## src/rtl/entrada_acondicionador.sv

```systemverilog
// Input conditioning front end: synchronises, debounces and edge-detects the raw
// buttons and sensors, with auto-repeat on inc/dec and a long-press test toggle.
module entrada_acondicionador #(
    parameter int unsigned DEB_CYCLES  = 1_000_000,
    parameter int unsigned LONG_CYCLES = 150_000_000,
    parameter int unsigned REP_DELAY   = 25_000_000,
    parameter int unsigned REP_PERIOD  = 10_000_000,
    parameter bit          BTN_ACT_LOW = 1'b1
) (
    input  logic       clk,
    input  logic       rst,
    input  logic       btn_comer_inc_raw,
    input  logic       btn_curar_dec_raw,
    input  logic       btn_next_raw,
    input  logic       btn_back_raw,
    input  logic       btn_test_raw,
    input  logic       sns_prox_raw,
    input  logic       sns_temp_raw,
    input  logic       sns_luz_raw,
    output logic       btn_comer_inc,
    output logic       btn_curar_dec,
    output logic       btn_next,
    output logic       btn_back,
    output logic       test,
    output logic       sns_prox,
    output logic       sns_temp,
    output logic       sns_luz,
    output logic [2:0] sns_change
);

    localparam int NCH     = 8;
    localparam int CH_INC  = 0;
    localparam int CH_DEC  = 1;
    localparam int CH_NEXT = 2;
    localparam int CH_BACK = 3;
    localparam int CH_TEST = 4;
    localparam int CH_PROX = 5;
    localparam int CH_LUZ  = 7;

    localparam int DEB_W  = (DEB_CYCLES > 1) ? $clog2(DEB_CYCLES) : 1;
    localparam int LONG_W = (LONG_CYCLES > 1) ? $clog2(LONG_CYCLES) : 1;
    localparam int HOLD_W = $clog2(REP_DELAY + 1);
    localparam int PER_W  = (REP_PERIOD > 1) ? $clog2(REP_PERIOD) : 1;

    localparam logic [DEB_W-1:0]  DEB_LAST  = DEB_W'(DEB_CYCLES - 1);
    localparam logic [LONG_W-1:0] LONG_LAST = LONG_W'(LONG_CYCLES - 1);
    localparam logic [HOLD_W-1:0] HOLD_MAX  = HOLD_W'(REP_DELAY);
    localparam logic [PER_W-1:0]  PER_LAST  = PER_W'(REP_PERIOD - 1);

    // Raw level of each channel when nothing is pressed or sensed.
    localparam logic [NCH-1:0] RAW_IDLE = {3'b000, {5{BTN_ACT_LOW}}};

    typedef enum logic [1:0] {
        LP_IDLE,
        LP_HOLD,
        LP_LATCHED
    } lp_state_t;

    logic [NCH-1:0] raw;
    logic [NCH-1:0] sync_a;
    logic [NCH-1:0] sync_b;
    logic [NCH-1:0] s;
    logic [NCH-1:0] st;
    logic [NCH-1:0] lvl;
    logic [NCH-1:0] lvl_d;
    logic [NCH-1:0] rise;
    logic [DEB_W-1:0] deb_cnt [NCH];

    logic [HOLD_W-1:0] hold_cnt [2];
    logic [PER_W-1:0]  per_cnt  [2];
    logic [1:0]        rep_hit;

    logic pend_inc;
    logic pend_dec;
    logic pend_next;
    logic pend_back;

    lp_state_t         lp_state;
    logic [LONG_W-1:0] long_cnt;

    assign raw = {sns_luz_raw, sns_temp_raw, sns_prox_raw, btn_test_raw,
                  btn_back_raw, btn_next_raw, btn_curar_dec_raw, btn_comer_inc_raw};

    // Synchronisers reset to the idle raw level so reset release never looks like a press.
    always_ff @(posedge clk or posedge rst) begin
        if (rst) begin
            sync_a <= RAW_IDLE;
            sync_b <= RAW_IDLE;
        end else begin
            // NOTE: non-blocking so both stages sample on the same edge; blocking would collapse the pair into one flop.
            sync_a <= raw;
            sync_b <= sync_a;
        end
    end

    assign s = sync_b ^ RAW_IDLE;

    always_ff @(posedge clk or posedge rst) begin
        if (rst) begin
            // NOTE: the per-channel counters are plain flops, not a RAM, so they take the reset like any other state.
            for (int i = 0; i < NCH; i++) begin
                deb_cnt[i] <= '0;
            end
            st <= '0;
        end else begin
            for (int i = 0; i < NCH; i++) begin
                if (s[i] == st[i]) begin
                    deb_cnt[i] <= '0;
                end else if (deb_cnt[i] == DEB_LAST) begin
                    st[i]      <= s[i];
                    deb_cnt[i] <= '0;
                end else begin
                    deb_cnt[i] <= deb_cnt[i] + 1'b1;
                end
            end
        end
    end

    always_ff @(posedge clk or posedge rst) begin
        if (rst) begin
            lvl   <= '0;
            lvl_d <= '0;
        end else begin
            lvl   <= st;
            lvl_d <= lvl;
        end
    end

    assign rise = lvl & ~lvl_d;

    // Repeat fires when the hold count has saturated at REP_DELAY and the period counter wraps.
    always_comb begin
        // NOTE: default first so every path assigns rep_hit and no latch is inferred.
        rep_hit = '0;
        for (int i = 0; i < 2; i++) begin
            rep_hit[i] = lvl[i] && (hold_cnt[i] == HOLD_MAX) && (per_cnt[i] == '0);
        end
    end

    always_ff @(posedge clk or posedge rst) begin
        if (rst) begin
            for (int i = 0; i < 2; i++) begin
                hold_cnt[i] <= '0;
                per_cnt[i]  <= '0;
            end
        end else begin
            for (int i = 0; i < 2; i++) begin
                if (!lvl[i]) begin
                    hold_cnt[i] <= '0;
                end else if (hold_cnt[i] != HOLD_MAX) begin
                    hold_cnt[i] <= hold_cnt[i] + 1'b1;
                end

                if (lvl[i] && (hold_cnt[i] == HOLD_MAX)) begin
                    per_cnt[i] <= (per_cnt[i] == PER_LAST) ? '0 : per_cnt[i] + 1'b1;
                end else begin
                    per_cnt[i] <= '0;
                end
            end
        end
    end

    assign pend_inc  = rise[CH_INC] | rep_hit[CH_INC];
    assign pend_dec  = rise[CH_DEC] | rep_hit[CH_DEC];
    assign pend_next = rise[CH_NEXT];
    assign pend_back = rise[CH_BACK];

    // Opposing requests on the same cycle cancel each other; repeat counters keep running.
    always_ff @(posedge clk or posedge rst) begin
        if (rst) begin
            btn_comer_inc <= 1'b0;
            btn_curar_dec <= 1'b0;
            btn_next      <= 1'b0;
            btn_back      <= 1'b0;
            sns_change    <= '0;
        end else begin
            btn_comer_inc <= pend_inc & ~pend_dec;
            btn_curar_dec <= pend_dec & ~pend_inc;
            btn_next      <= pend_next & ~pend_back;
            btn_back      <= pend_back & ~pend_next;
            sns_change    <= lvl[CH_LUZ:CH_PROX] ^ lvl_d[CH_LUZ:CH_PROX];
        end
    end

    assign sns_prox = lvl[CH_PROX];
    assign sns_temp = lvl[CH_PROX+1];
    assign sns_luz  = lvl[CH_LUZ];

    // LATCHED waits for release so one long hold toggles test exactly once.
    always_ff @(posedge clk or posedge rst) begin
        if (rst) begin
            lp_state <= LP_IDLE;
            long_cnt <= '0;
            test     <= 1'b0;
        end else begin
            case (lp_state)
                LP_IDLE: begin
                    if (lvl[CH_TEST]) begin
                        lp_state <= LP_HOLD;
                        long_cnt <= LONG_W'(1);
                    end
                end
                LP_HOLD: begin
                    if (!lvl[CH_TEST]) begin
                        lp_state <= LP_IDLE;
                    end else if (long_cnt == LONG_LAST) begin
                        lp_state <= LP_LATCHED;
                        test     <= ~test;
                    end else begin
                        long_cnt <= long_cnt + 1'b1;
                    end
                end
                LP_LATCHED: begin
                    if (!lvl[CH_TEST]) begin
                        lp_state <= LP_IDLE;
                    end
                end
                default: begin
                    lp_state <= LP_IDLE;
                end
            endcase
        end
    end

endmodule

```

## config.mk

```make
export PLATFORM = sky130hd
export DESIGN_NAME = entrada_acondicionador
export DESIGN_NICKNAME = d
export VERILOG_FILES = /design/src/rtl/entrada_acondicionador.sv
export SDC_FILE = /design/constraint.sdc
export NUM_CORES = 1
export LEC_CHECK = 0
export CORE_MARGIN = 3
export CORE_UTILIZATION = 35
export CTS_CLUSTER_DIAMETER = 120
export DETAILED_ROUTE_END_ITERATION = 16
export DONT_BUFFER_PORTS = 1
export GPL_TIMING_DRIVEN = 0
export SLEW_MARGIN = 25
export SYNTH_ARGS = -nofsm -noshare
export SYNTH_HDL_FRONTEND = slang
export SYNTH_SLANG_ARGS = --single-unit
export TNS_END_PERCENT = 30
```

## constraint.sdc

```tcl
create_clock -name clk -period 11.35 [get_ports clk]
set_input_delay 1.7025 -clock clk [delete_from_list [all_inputs] [get_ports clk]]
set_output_delay 1.7025 -clock clk [all_outputs]
set_load 0.01 [all_outputs]
```

# --- After elaboration in Yosys (flattened, before gate mapping) ---
# Index checks and enable logic that the tools add are counted.
word_totals:
  reg_bits: 336
  wordCells: 152
classes:
  n_reduce_logical: 19
  bitwise_logic: 23
  muxes: 33
  addsub: 13
  n_eq_ne: 32
ops:
  columns: ["op", "n"]
  rows:
  - ["20-bit 2-to-1 mux", 16]
  - ["20-bit by 1-bit adder with 20-bit output (second input constant)", 8]
  - ["20-bit equality test (second input constant)", 8]
  - ["25-bit 2-to-1 mux", 4]
  - ["24-bit 2-to-1 mux", 4]
  - ["28-bit 2-to-1 mux", 3]
  - ["28-bit one-hot mux with 2 select lines", 1]
  - ["25-bit by 1-bit adder with 25-bit output (second input constant)", 2]
  - ["25-bit equality test (second input constant)", 2]
  - ["25-bit != test (second input constant)", 2]
  - ["24-bit by 1-bit adder with 24-bit output (second input constant)", 2]
  - ["24-bit equality test (second input constant)", 2]
  - ["24-bit zero test", 2]
  - ["28-bit by 1-bit adder with 28-bit output (second input constant)", 1]
  - ["28-bit equality test (second input constant)", 1]
  - ["2-bit AND reduction", 8]
  - ["1-bit NOT", 13]
  - ["1-bit equality test", 8]
  - ["2-bit 2-to-1 mux", 4]
  - ["2-bit != test (second input constant)", 4]
  - ["2-bit one-hot mux with 3 select lines", 1]
  - ["3-bit AND reduction", 2]
  - ["5-bit NOT", 1]
  - ["1-bit bitwise AND", 4]
  - ["other kinds (12)", 17]

# --- Logic depth before layout (Yosys ltp) ---
# Gate-level depths: netlist of run 1.
depth:
  ltp_word: 6
  mapped_depth: 8
  mapped_depth_nobuf: 7

# --- Least setup slack after synthesis of run 1 ---
# Ideal clock, no wire load.
synth_timing:
  kind: "register to output"
  startpoint: "register lvl[7]"
  endpoint: "output sns_luz"
  t_required_ps: 9648
  slack_ps: 9247
  path_buffers: 0
  stages_incl_launch_ff: 1
  arrival_time_ps: 400
  cell_sequence: "dfrtp_1"
synth_rtl:
  columns: ["element", "line_no", "text"]
  rows:
  - ["from (decl)", "64", "logic [NCH-1:0] lvl;"]
  - ["from (signal assigned)", "124", "lvl <= st;"]
  - ["to (decl)", "27", "output logic sns_luz,"]
# No word-level cell between the ends.

# --- Worst setup path after layout of run 1 ---
layout_timing:
  startpoint: "register lvl[6]"
  endpoint: "output sns_temp"
layout_rtl:
  columns: ["element", "line_no", "text"]
  rows:
  - ["to (decl)", "26", "output logic sns_temp,"]
# No word-level cell between the ends.

==> results of run 1 <==
## area by class of cell
class	instances	share of cell area, %
well taps	592	4.13
multi-input cells	1155	39.3
inverters	38	0.838
plain buffers	35	0.942
clock buffers	56	6.49
flip-flops and latches	335	46.8
clock inverters	14	0.852
repair buffers	4	0.614
## flip-flops by register name (all words and copies together) (netlist names)
| signal | cells |
|---|---|
| deb_cnt | 160 |
| hold_cnt | 50 |
| per_cnt | 48 |
| long_cnt | 28 |
| lvl | 8 |
| st | 8 |
| sync_a | 8 |
| sync_b | 8 |
| lvl_d | 7 |
| sns_change | 3 |
| lp_state | 2 |
| btn_back | 1 |
| btn_comer_inc | 1 |
| btn_curar_dec | 1 |
| btn_next | 1 |
| test | 1 |
## how the worst min path moves through the flow
stage / from / end / slack (ps) / cells past startpoint
after CTS: sync_a[7] / sync_b[7] / 350 / 0
after floorplan: sync_a[5] / sync_b[5] / 330 / 0
after global placement: sync_a[5] / sync_b[5] / 330 / 0
after detailed placement: sync_a[7] / sync_b[7] / 340 / 0
after global routing: sync_a[5] / sync_b[5] / 360 / 0
final: sync_a[7] / sync_b[7] / 350 / 0
## placed cells by master (no fill, tap or decap), drive strengths merged, types with 4 or more instances in the layout
| cell | instances |
|---|---|
| ha | 17 |
| clkbuf | 77 |
| nor4b | 13 |
| o21ai | 12 |
| dfstp | 10 |
| nor2 | 293 |
| nor2b | 10 |
| nand4 | 63 |
| nor3 | 39 |
| or2 | 6 |
| a21oi | 11 |
| nor4bb | 5 |
| nand3 | 120 |
| dfrtp | 325 |
| nor4 | 33 |
| nand2 | 110 |
| xnor2 | 109 |
| clkinv | 8 |
| mux2i | 4 |
| nor3b | 4 |
| and4 | 24 |
| inv | 38 |
| and2 | 35 |
| or3 | 18 |
| mux2 | 5 |
| xor2 | 151 |
| a21boi | 5 |
| and3 | 49 |
| buf | 18 |
## routing by layer
| layer | track usage (%) | vias up | share of wire (%) |
|---|---|---|---|
| met5 | 0 | - | 0 |
| li1 | - | 5396 | - |
| met1 | 17.1 | 5283 | 49 |
| met2 | 19.9 | 94 | 46 |
| met4 | 3.50 | 0 | 2.0 |
| met3 | 2.07 | 43 | 2.6 |
## metrics by stage
| step | area [um2] | setup TNS (ps) | setup slack (ps) | hold WS [ps] |
|---|---|---|---|---|
| 2_1_floorplan | 15700 | 0 | 383 | 331 |
| 3_3_place_gp | 16500 | -1049200 | -3280 | 334 |
| 3_5_place_dp | 16600 | 0 | 8610 | 338 |
| 4_1_cts | 17900 | 0 | 8650 | 352 |
| 5_1_grt | 17900 | 0 | 8650 | 357 |
| 6_report | 17900 | 0 | 8680 | 350 |
## cells by family (layout without fill, tap and decap cells)
group,after synthesis,in the layout,synth area share (%)
AOI/OAI and AO/OA,37,37,1.46
xor gates and xnor gates,260,260,14.5
adders and majority gates,17,17,1.35
buffers and inverters,73,147,1.98
DFF,335,335,53.3
muxes,9,9,0.612
and+or+nand+nor,832,832,26.8
## power groups by stage
stage | sequential [uW] | clock, uW | combinational, uW
3_3_place_gp | 1240 | 0 | 48.2
2_1_floorplan | 1230 | 0 | 36.6
5_1_grt | 1220 | 1360 | 60.9
6_report | 1210 | 1260 | 51.6
3_5_place_dp | 1240 | 0 | 54.4
4_1_cts | 1210 | 1300 | 54.6
==> summary.txt, run 1 <==
Critical path
  – CP max FO: 3
  – Worst flop-to-flop path endpoint: per_cnt[19]
  – Critical path origin: lvl[6]
  – Critical path arrival: approximately 960 ps
  – Worst r2r src: hold_cnt[2]
  – Required time of the critical path: a little under 10000 ps
  – Worst R2R Path Depth: 7
  – Endpoint class of the critical path: output pin
  – CP endpoint: sns_temp
  – CP Launch Type: flop
  – CP Class: reg2out
  – Critical Path Stages: 0
  – R2R setup slack: between 9000 and 10000 ps

Yosys
  – Cell with the most instances after synthesis: dfrtp_1
  – Cells after synthesis: about 1600
  – Post-synth top area cell: dfrtp_1
  – Ranking of synthesized cells by area: dfrtp_1 52%, xor2_1 8.4%, nor2_1 7.0%
  – Seq/Total Area, Yosys: between 50% and 60%
  – Share of flip-flops with an asynchronous set or reset: 100%
  – Mapped Area: roughly 16000 um2
  – Post-synth cell types: 50
  – Area fraction of the dominant cell type after synthesis: between 50% and 60%
  – Yosys warns: 0
  – Mapped Avg Cell Area: between 10 and 15 um2
  – Main synth FF type: dfrtp_1
  – Number of synthesized flops with an enable pin: 0
  – Top cells by count, synth: 325 x dfrtp_1, 293 x nor2_1, 151 x xor2_1, 117 x nand3_1
  – Mapped Nets: around 1600
  – Flops & latches, synth: roughly 340

Power and ir drop
  – Power per cell area: between 100 and 150 nW/um2
  – Psw: between 500 and 600 uW
  – Lkg Pwr: between 0.007 and 0.008 uW
  – Part of the power in registers: between 40% and 50%
  – Max VDD drop: ~0.10 mV
  – Tot Pwr: ~2500 uW
  – Power Internal: ~2000 uW
  – Combinational Power Share: approximately 2%
  – Switching share of power: 20.9%
  – Clk pwr share: 49.9%

Clocking
  – CTS resizes: 0
  – Clock latency on the worst-skew pair: 520 ps
  – CTS tree: done
  – CTS max path bufs: 3
  – Hold Buf Count CTS: 0
  – H-tree depth: 2
  – Num CTS Buffers: 38
  – CTS Root Cell: clkbuf_16
  – Clock slew at reported path FFs: approximately 60 ps
  – Post-CTS Setup Repair Bufs: 0
  – Clock sinks: between 300 and 400

Detailed routing
  – Routed wire length: approximately 28000 um
  – Initial DRT Pass Iterations: 7
  – Vias per std cell: roughly 4.9
  – Post-route DRC: 0
  – Drt wl/cell: ~13 um
  – DR vias: 10816
  – Initial DRC count: 757
  – ANT nets after route: 0

Timing
  – Peak Freq: about 380 MHz
  – Post-layout min period: about 2700 ps
  – Final Hold Fails: 0
  – RSZ-0062 raised after global routing: false
  – Layout Skew: 10.4 ps
  – Max-slew violation count: 0
  – Slew Limit Headroom: roughly two fifths
  – Tcrit/Tclk final: between 20% and 30%
  – Worst-margin pin slew: just over 900 ps
  – Endpoints failing setup: 0

Final layout
  – Final core utilization: between 40% and 50%
  – Seq. cell area: 8400 um2
  – Antenna diode count: 0
  – Final #Nets: approximately 1600
  – Non-filler cells, final: between 2000 and 2500
  – Layout cells sized above 1: under 10%
  – Filler cells: around 4300
  – P&R area growth vs syn: 13.8%
  – Area of the multi-input gates: between 7000 and 8000 um2

Placed design
  – Cell count after placement: 2159
  – Gp weighted congestion: between 0.8 and 0.9
  – Input/output buffers: 0
  – HPWL Detailed: 18900 um

Global routing
  – Total track usage: roughly an eighth
  – Initial antenna violation count: 0
  – First-pass GRT wire length: between 50000 and 60000 um
  – Largest net degree at the start of global routing: 80
  – Vias in the first global route: ~11000
  – Grt total ovfl: 0

Floorplan
  – Std-Cell Rows: 77
  – Die area: 47600 um2
  – Initial Utilization: ~36%
  – Die Span Y: 218 um
  – Core box area: roughly 44000 um2
  – Die X: ~220 um
  – I/O pins: 21

Hold path
  – Worst min-delay path category: reg2reg

Outcome
  – Status: complete, no violations

Flow run
  – Max_cap viols: 0
Note: power is estimated with default switching activity, not from simulation.
==> run 2: changes to the inputs <==
clock period = 2.6 ns   (was 11.35 ns; I/O delays follow)
==> run 2 against run 1 <==
Compared with the run above: non-clock buffer count rose by 17; core utilization rose by 0.36 points; register-to-register slack got worse by 8900 ps; design area rose by 0.89%; sequential cell count did not move; clock power rose to 4.2 times the previous value; critical path type is now reg2reg; clock-buffer cell count did not move; highest routed layer unchanged; sequential power rose to 4.4 times the previous value; critical path depth rose by 5; cell count rose by 0.67%; largest power group unchanged; clock skew rose by 2.1 ps; combinational power rose to 5.1 times the previous value.
==> summary.txt, run 2 (synthesis results as in run 1) <==
Detailed routing
  – Drt wl/cell: 12.7 um (-0.13%)
  – Post-route DRC: 0 (unchanged)
  – Vias per std cell: 4.83 (-0.37%)
  – Initial DRT Pass Iterations: 6 (-1)
  – DR vias: 10848 (+0.30%)
  – Routed wire length: 28500 um (+0.55%)
  – ANT nets after route: 0 (unchanged)
  – Initial DRC count: 487 (-36%)

Final layout
  – Area of the multi-input gates: 7040 um2 (unchanged)
  – Layout cells sized above 1: 7.51% (+0.24 points)
  – Antenna diode count: 0 (unchanged)
  – Final core utilization: 40.8% (+0.36 points)
  – P&R area growth vs syn: 14.8%
  – Most frequent cells in the layout: 325 x dfrtp_1, 293 x nor2_1, 151 x xor2_1
  – Largest register by flop count: deb_cnt
  – Filler cells: 4356 (+0.69%)
  – Most common cell after layout, fill and taps aside: dfrtp_1
  – Largest register FFs: 160 (unchanged)
  – Top flop regs: deb_cnt: 160 flops, hold_cnt: 50 flops, per_cnt: 48 flops
  – Final #Nets: 1650 (+0.98%)
  – Seq. cell area: 8400 um2 (unchanged)

Power and ir drop
  – Lkg Pwr: 0.00764 uW (+0.94%)
  – Max VDD drop: 0.483 mV (+360%)
  – Power per cell area: 601 nW/um2 (+330%)

Floorplan
  – Initial Utilization: 35.5% (unchanged)
  – Die Span Y: 218 um (unchanged)
  – Core box area: 44300 um2 (unchanged)
  – Std-Cell Rows: 77 (unchanged)
  – Die X: 218 um (unchanged)
  – I/O pins: 21 (unchanged)
  – Die area: 47600 um2 (unchanged)

Hold path
  – Worst min-delay path category: reg2reg

Clocking
  – CTS tree: done
  – Num CTS Buffers: 37 (-2.6%)
  – Post-CTS Setup Repair Bufs: 0 (unchanged)
  – CTS max path bufs: 3 (unchanged)
  – Clock sinks: 335 (unchanged)
  – Clock slew at reported path FFs: 60 ps (about the same)
  – H-tree depth: 2 (unchanged)
  – CTS Root Cell: clkbuf_16
  – Clock latency on the worst-skew pair: 520 ps (about the same)

Global routing
  – Total track usage: 12.5% (+0.19 points)
  – Initial antenna violation count: 0 (unchanged)
  – Vias in the first global route: 11019 (+0.35%)
  – First-pass GRT wire length: 51400 um (+1.2%)
  – Grt total ovfl: 0 (unchanged)
  – Largest net degree at the start of global routing: 33 (-59%)

Timing
  – Post-route setup slack: 251 ps (-8430 ps)
  – Layout Skew: 12.6 ps (+2.14 ps)
  – Hold WS: 350 ps (-0.355 ps)
  – Max-slew violation count: 0 (unchanged)
  – Endpoints failing setup: 0 (unchanged)
  – Peak Freq: roughly 430 MHz
  – RSZ-0062 raised after global routing: false
  – Worst-margin pin slew: 1050 ps (+136 ps)
  – Post-layout min period: about 2300 ps
  – Tcrit/Tclk final: 90.3%
  – Slew Limit Headroom: 29.1% (-9.1 points)
  – Final Hold Fails: 0 (unchanged)

Critical path
  – CP Class: reg2reg
  – Critical path arrival: 2700 ps (+1740 ps)
  – R2R setup slack: 250 ps (-8930 ps)
  – Required time of the critical path: 2950 ps (-6700 ps)
  – Endpoint class of the critical path: flop
  – CP Launch Type: flop
  – CP max FO: 5 (+2)

Placed design
  – Setup Slack @ Placement: 322 ps (-8290 ps)
  – Gp weighted congestion: 0.804 (-1.0%)
  – Input/output buffers: 0 (unchanged)
  – HPWL Detailed: 19300 um (+2.5%)

Flow run
  – Max_cap viols: 0 (unchanged)

Outcome
  – Status: complete, no violations
run 2: cell types whose count changed in the layout (fill, tap and decap cells not counted), moves of 2 or more:
cell | before | now
buf_12 | 0 | 11
buf_16 | 4 | 1
clkbuf_16 | 41 | 39
dlygate4sd3_1 | 0 | 9
run 2: through the flow:
stage / instances / area, um2 / total power [uW] / TNS [ps]
after global placement: 2155 / 16500 / 5610 / -1353820
final: 2244 / 18100 / 10900 / 0
after floorplan: 1563 / 15800 / 5550 / -744460
after CTS: 2244 / 18100 / 11100 / 0
after global routing: 2244 / 18100 / 11300 / 0
after detailed placement: 2167 / 16700 / 5660 / 0
run 2: worst paths after layout:
kind                         startpoint       endpoint  cells after the start
hold / removal                sync_a[5]      sync_b[5]                      0
setup reg to reg           hold_cnt[29]  btn_comer_inc                      5
setup / recovery           hold_cnt[29]  btn_comer_inc                      5
min in group asynchronous           rst   hold_cnt[15]                      2
hold reg to reg               sync_a[5]      sync_b[5]                      0
max in group asynchronous           rst      sync_b[2]                      5
run 2: area by class of cell:
| class | count | share of cell area, % |
|---|---|---|
| Multi-Input combinational cell | 1155 | 38.9 |
| Inverter | 38 | 0.810 |
| Sequential cell | 335 | 46.4 |
| Timing Repair Buffer | 21 | 1.87 |
| Tap cell | 592 | 4.10 |
| Buffer | 35 | 0.934 |
| Clock buffer | 56 | 6.25 |
| Clock inverter | 12 | 0.664 |
run 2: report_power, final:
group | internal (uW) | switching (uW) | leakage [uW] | total (uW)
Combinational | 87.8 | 173 | 0.00241 | 261
Clock | 3210 | 2100 | 0.000619 | 5310
Sequential | 5260 | 37.3 | 0.00461 | 5300
Total | 8560 | 2310 | 0.00764 | 10900
run 2: critical path, stage by stage (launching register included):
cell and delay, ps:
dfrtp_1 420, nor4_1 390, nand4_1 250, nor4_4 450, a21boi_0 180, nor3b_1 490
run 2: repair_timing:
item	CTS	global route
resized for setup	0	0
hold endpoints to repair	19	0
setup endpoints to repair	0	0
hold buffers	9	0
run 2: routing by layer:
layer	vias up	wire length, um	track usage, %
li1	5411	-	-
met1	5286	14000	17.3
met4	0	620	3.35
met2	104	13100	20.4
met5	-	0	0
met3	47	787	2.06
==> run 3: changes to the inputs <==
CORE_MARGIN = 4   (was 3)
CORE_UTILIZATION = 26   (was 35)
==> run 3 against run 2 <==
Compared with the run above: via count up 0.84%; core utilization down 10 points; register-to-register slack about the same; clock power about the same; clock-buffer cell count down 6; non-clock buffer count unchanged; critical path depth unchanged; design area up 1.2%; die area up 36%; critical path type unchanged; largest power group is now registers.
==> summary.txt, run 3 (synthesis results as in run 1) <==
Final layout
  – P&R area growth vs syn: 16.2%
  – Most common cell after layout, fill and taps aside: dfrtp_1
  – Most frequent cells in the layout: 325 x dfrtp_1, 293 x nor2_1, 151 x xor2_1
  – Largest register FFs: 160 (unchanged)
  – Final #Nets: 1650 (unchanged)
  – Layout cells sized above 1: 7.52% (+0.0091 points)
  – Largest register by flop count: deb_cnt
  – Antenna diode count: 0 (unchanged)
  – Top flop regs: deb_cnt: 160 flops, hold_cnt: 50 flops, per_cnt: 48 flops

Clocking
  – Num CTS Buffers: 37 (unchanged)
  – CTS Root Cell: clkbuf_16
  – Clock sinks: 335 (unchanged)
  – CTS tree: done
  – H-tree depth: 2 (unchanged)
  – CTS resizes: 0 (unchanged)
  – Clock latency on the worst-skew pair: 530 ps (about the same)
  – CTS max path bufs: 3 (unchanged)
  – Clock slew at reported path FFs: 60 ps (about the same)
  – Hold Buf Count CTS: 9 (unchanged)
  – Post-CTS Setup Repair Bufs: 0 (unchanged)

Detailed routing
  – ANT nets after route: 0 (unchanged)
  – Vias per std cell: 4.51 (-6.6%)
  – Initial DRT Pass Iterations: 5 (-1)
  – Routed wire length: 29300 um (+2.6%)
  – Post-route DRC: 0 (unchanged)
  – Initial DRC count: 485 (-0.41%)
  – DR vias: 10939 (+0.84%)
  – Drt wl/cell: 12.1 um (-5.0%)

Floorplan
  – Std-Cell Rows: 89 (+16%)
  – Core box area: 59500 um2 (+34%)
  – Die X: 254 um (+16%)
  – Initial Utilization: 26.5% (-9.1 points)
  – Die area: 64600 um2 (+36%)
  – I/O pins: 21 (unchanged)
  – Die Span Y: 254 um (+16%)

Critical path
  – Endpoint class of the critical path: flop
  – CP top delay family: simple AND/OR/NAND/NOR gates
  – Slowest library cell on the worst path: nor3b_1
  – CP Class: reg2reg
  – Critical Path Stages: 5 (unchanged)
  – Cell chain of the critical path: nor4b_1 > nand4_1 > nor4_4 > a21boi_0 > nor3b_1
  – Worst R2R Path Depth: 5 (unchanged)
  – CP max FO: 6 (+1)
  – Number of buffers and inverters on the critical path: 0 (unchanged)
  – Crit-path max cell delay: 500 ps (about the same)
  – Critical path arrival: 2720 ps (+20 ps)
  – Required time of the critical path: 2960 ps (about the same)
  – CP Launch Type: flop

Placed design
  – Gp weighted congestion: 0.784 (-2.5%)
  – Setup Slack @ Placement: 287 ps (-34.2 ps)
  – HPWL Detailed: 20000 um (+3.4%)
  – Input/output buffers: 0 (unchanged)

Global routing
  – First-pass GRT wire length: 52100 um (+1.4%)
  – Initial antenna violation count: 1 (+1)
  – Total track usage: 9.29% (-3.2 points)
  – Vias in the first global route: 11011 (-0.073%)
  – Largest net degree at the start of global routing: 33 (unchanged)
  – Grt total ovfl: 0 (unchanged)

Timing
  – Worst-margin pin slew: 886 ps (-168 ps)
  – Endpoints failing setup: 0 (unchanged)
  – RSZ-0062 raised after global routing: false
  – Peak Freq: 423 MHz (-0.62%)
  – Tcrit/Tclk final: 90.9% (+0.57 points)
  – Layout Skew: 12.8 ps (+0.190 ps)
  – Post-route setup slack: 236 ps (-14.7 ps)
  – Slew Limit Headroom: 40.4% (+11 points)
  – Final Hold Fails: 0 (unchanged)
  – Max-slew violation count: 0 (unchanged)
  – Post-layout min period: 2360 ps (+14.7 ps)

Power and ir drop
  – Lkg Pwr: 0.00763 uW (-0.20%)
  – Power per cell area: 593 nW/um2 (-1.5%)
  – Max VDD drop: 0.386 mV (-20%)
  – Tot Pwr: 10800 uW (-0.26%)

Flow run
  – Max_cap viols: 0 (unchanged)

Hold path
  – Worst min-delay path category: reg2reg
  – Hold path depth: 0 (unchanged)

Outcome
  – Status: complete, no violations
[run 3: cell count changes in the layout (fill, tap and decap cells not counted), sizes merged]
cell      delta
bufinv       +1
clkinv       +1
clkbuf       -6
clkinvlp     +2
[run 3: layer usage]
metal | share of wire (%) | wire (um) | vias up | track usage, %
li1 | - | - | 5423 | -
met1 | 48 | 14100 | 5334 | 12.8
met2 | 46 | 13500 | 140 | 15.0
met3 | 3.8 | 1110 | 42 | 1.81
met4 | 1.8 | 517 | 0 | 2.52
met5 | 0 | 0 | - | 0
[run 3: final timing paths]
check | end | startpoint | slack (ps)
max | btn_comer_inc | hold_cnt[32] | 240
min | sync_b[6] | sync_a[6] | 350
max reg2reg | btn_comer_inc | hold_cnt[32] | 240
min reg2reg | sync_b[6] | sync_a[6] | 350
max in group asynchronous | sync_b[4] | rst | 960
min in group asynchronous | st[5] | rst | 380
[run 3: area by class of cell]
| cell class | instances | area [um2] |
|---|---|---|
| Fill cell | 6055 | 41200 |
| Multi-Input combinational cell | 1155 | 7050 |
| Inverter | 38 | 146 |
| Tap cell | 773 | 967 |
| Clock inverter | 16 | 174 |
| Timing Repair Buffer | 21 | 345 |
| Buffer | 35 | 169 |
| Clock buffer | 50 | 1060 |
| Sequential cell | 335 | 8400 |
[run 3: power breakdown]
group	internal, uW	switching [uW]	total (uW)
Clock	3160	2120	5280
Combinational	89.5	175	264
Sequential	5260	36.7	5300
Total	8520	2330	10800
[run 3: metrics by stage]
step           area (um2)  setup TNS (ps)  util (%)  std cells  hold slack (ps)
6_report            18300               0      30.8       2423              347
5_1_grt             18300               0      30.8       2423              355
4_1_cts             18300               0      30.8       2423              348
3_5_place_dp        17000               0      28.5       2348              335
3_3_place_gp        16700        -1349480      28.1       2336              333
2_1_floorplan       15800         -744460         -       1563              331
[run 3: worst reg2reg max path, delay by kind of cell, from the launching register on]
family | cells | cell delay [ps]
AO/OA/AOI/OAI | 1 | 190
flip-flops | 1 | 450
AND/OR/NAND/NOR | 4 | 1560
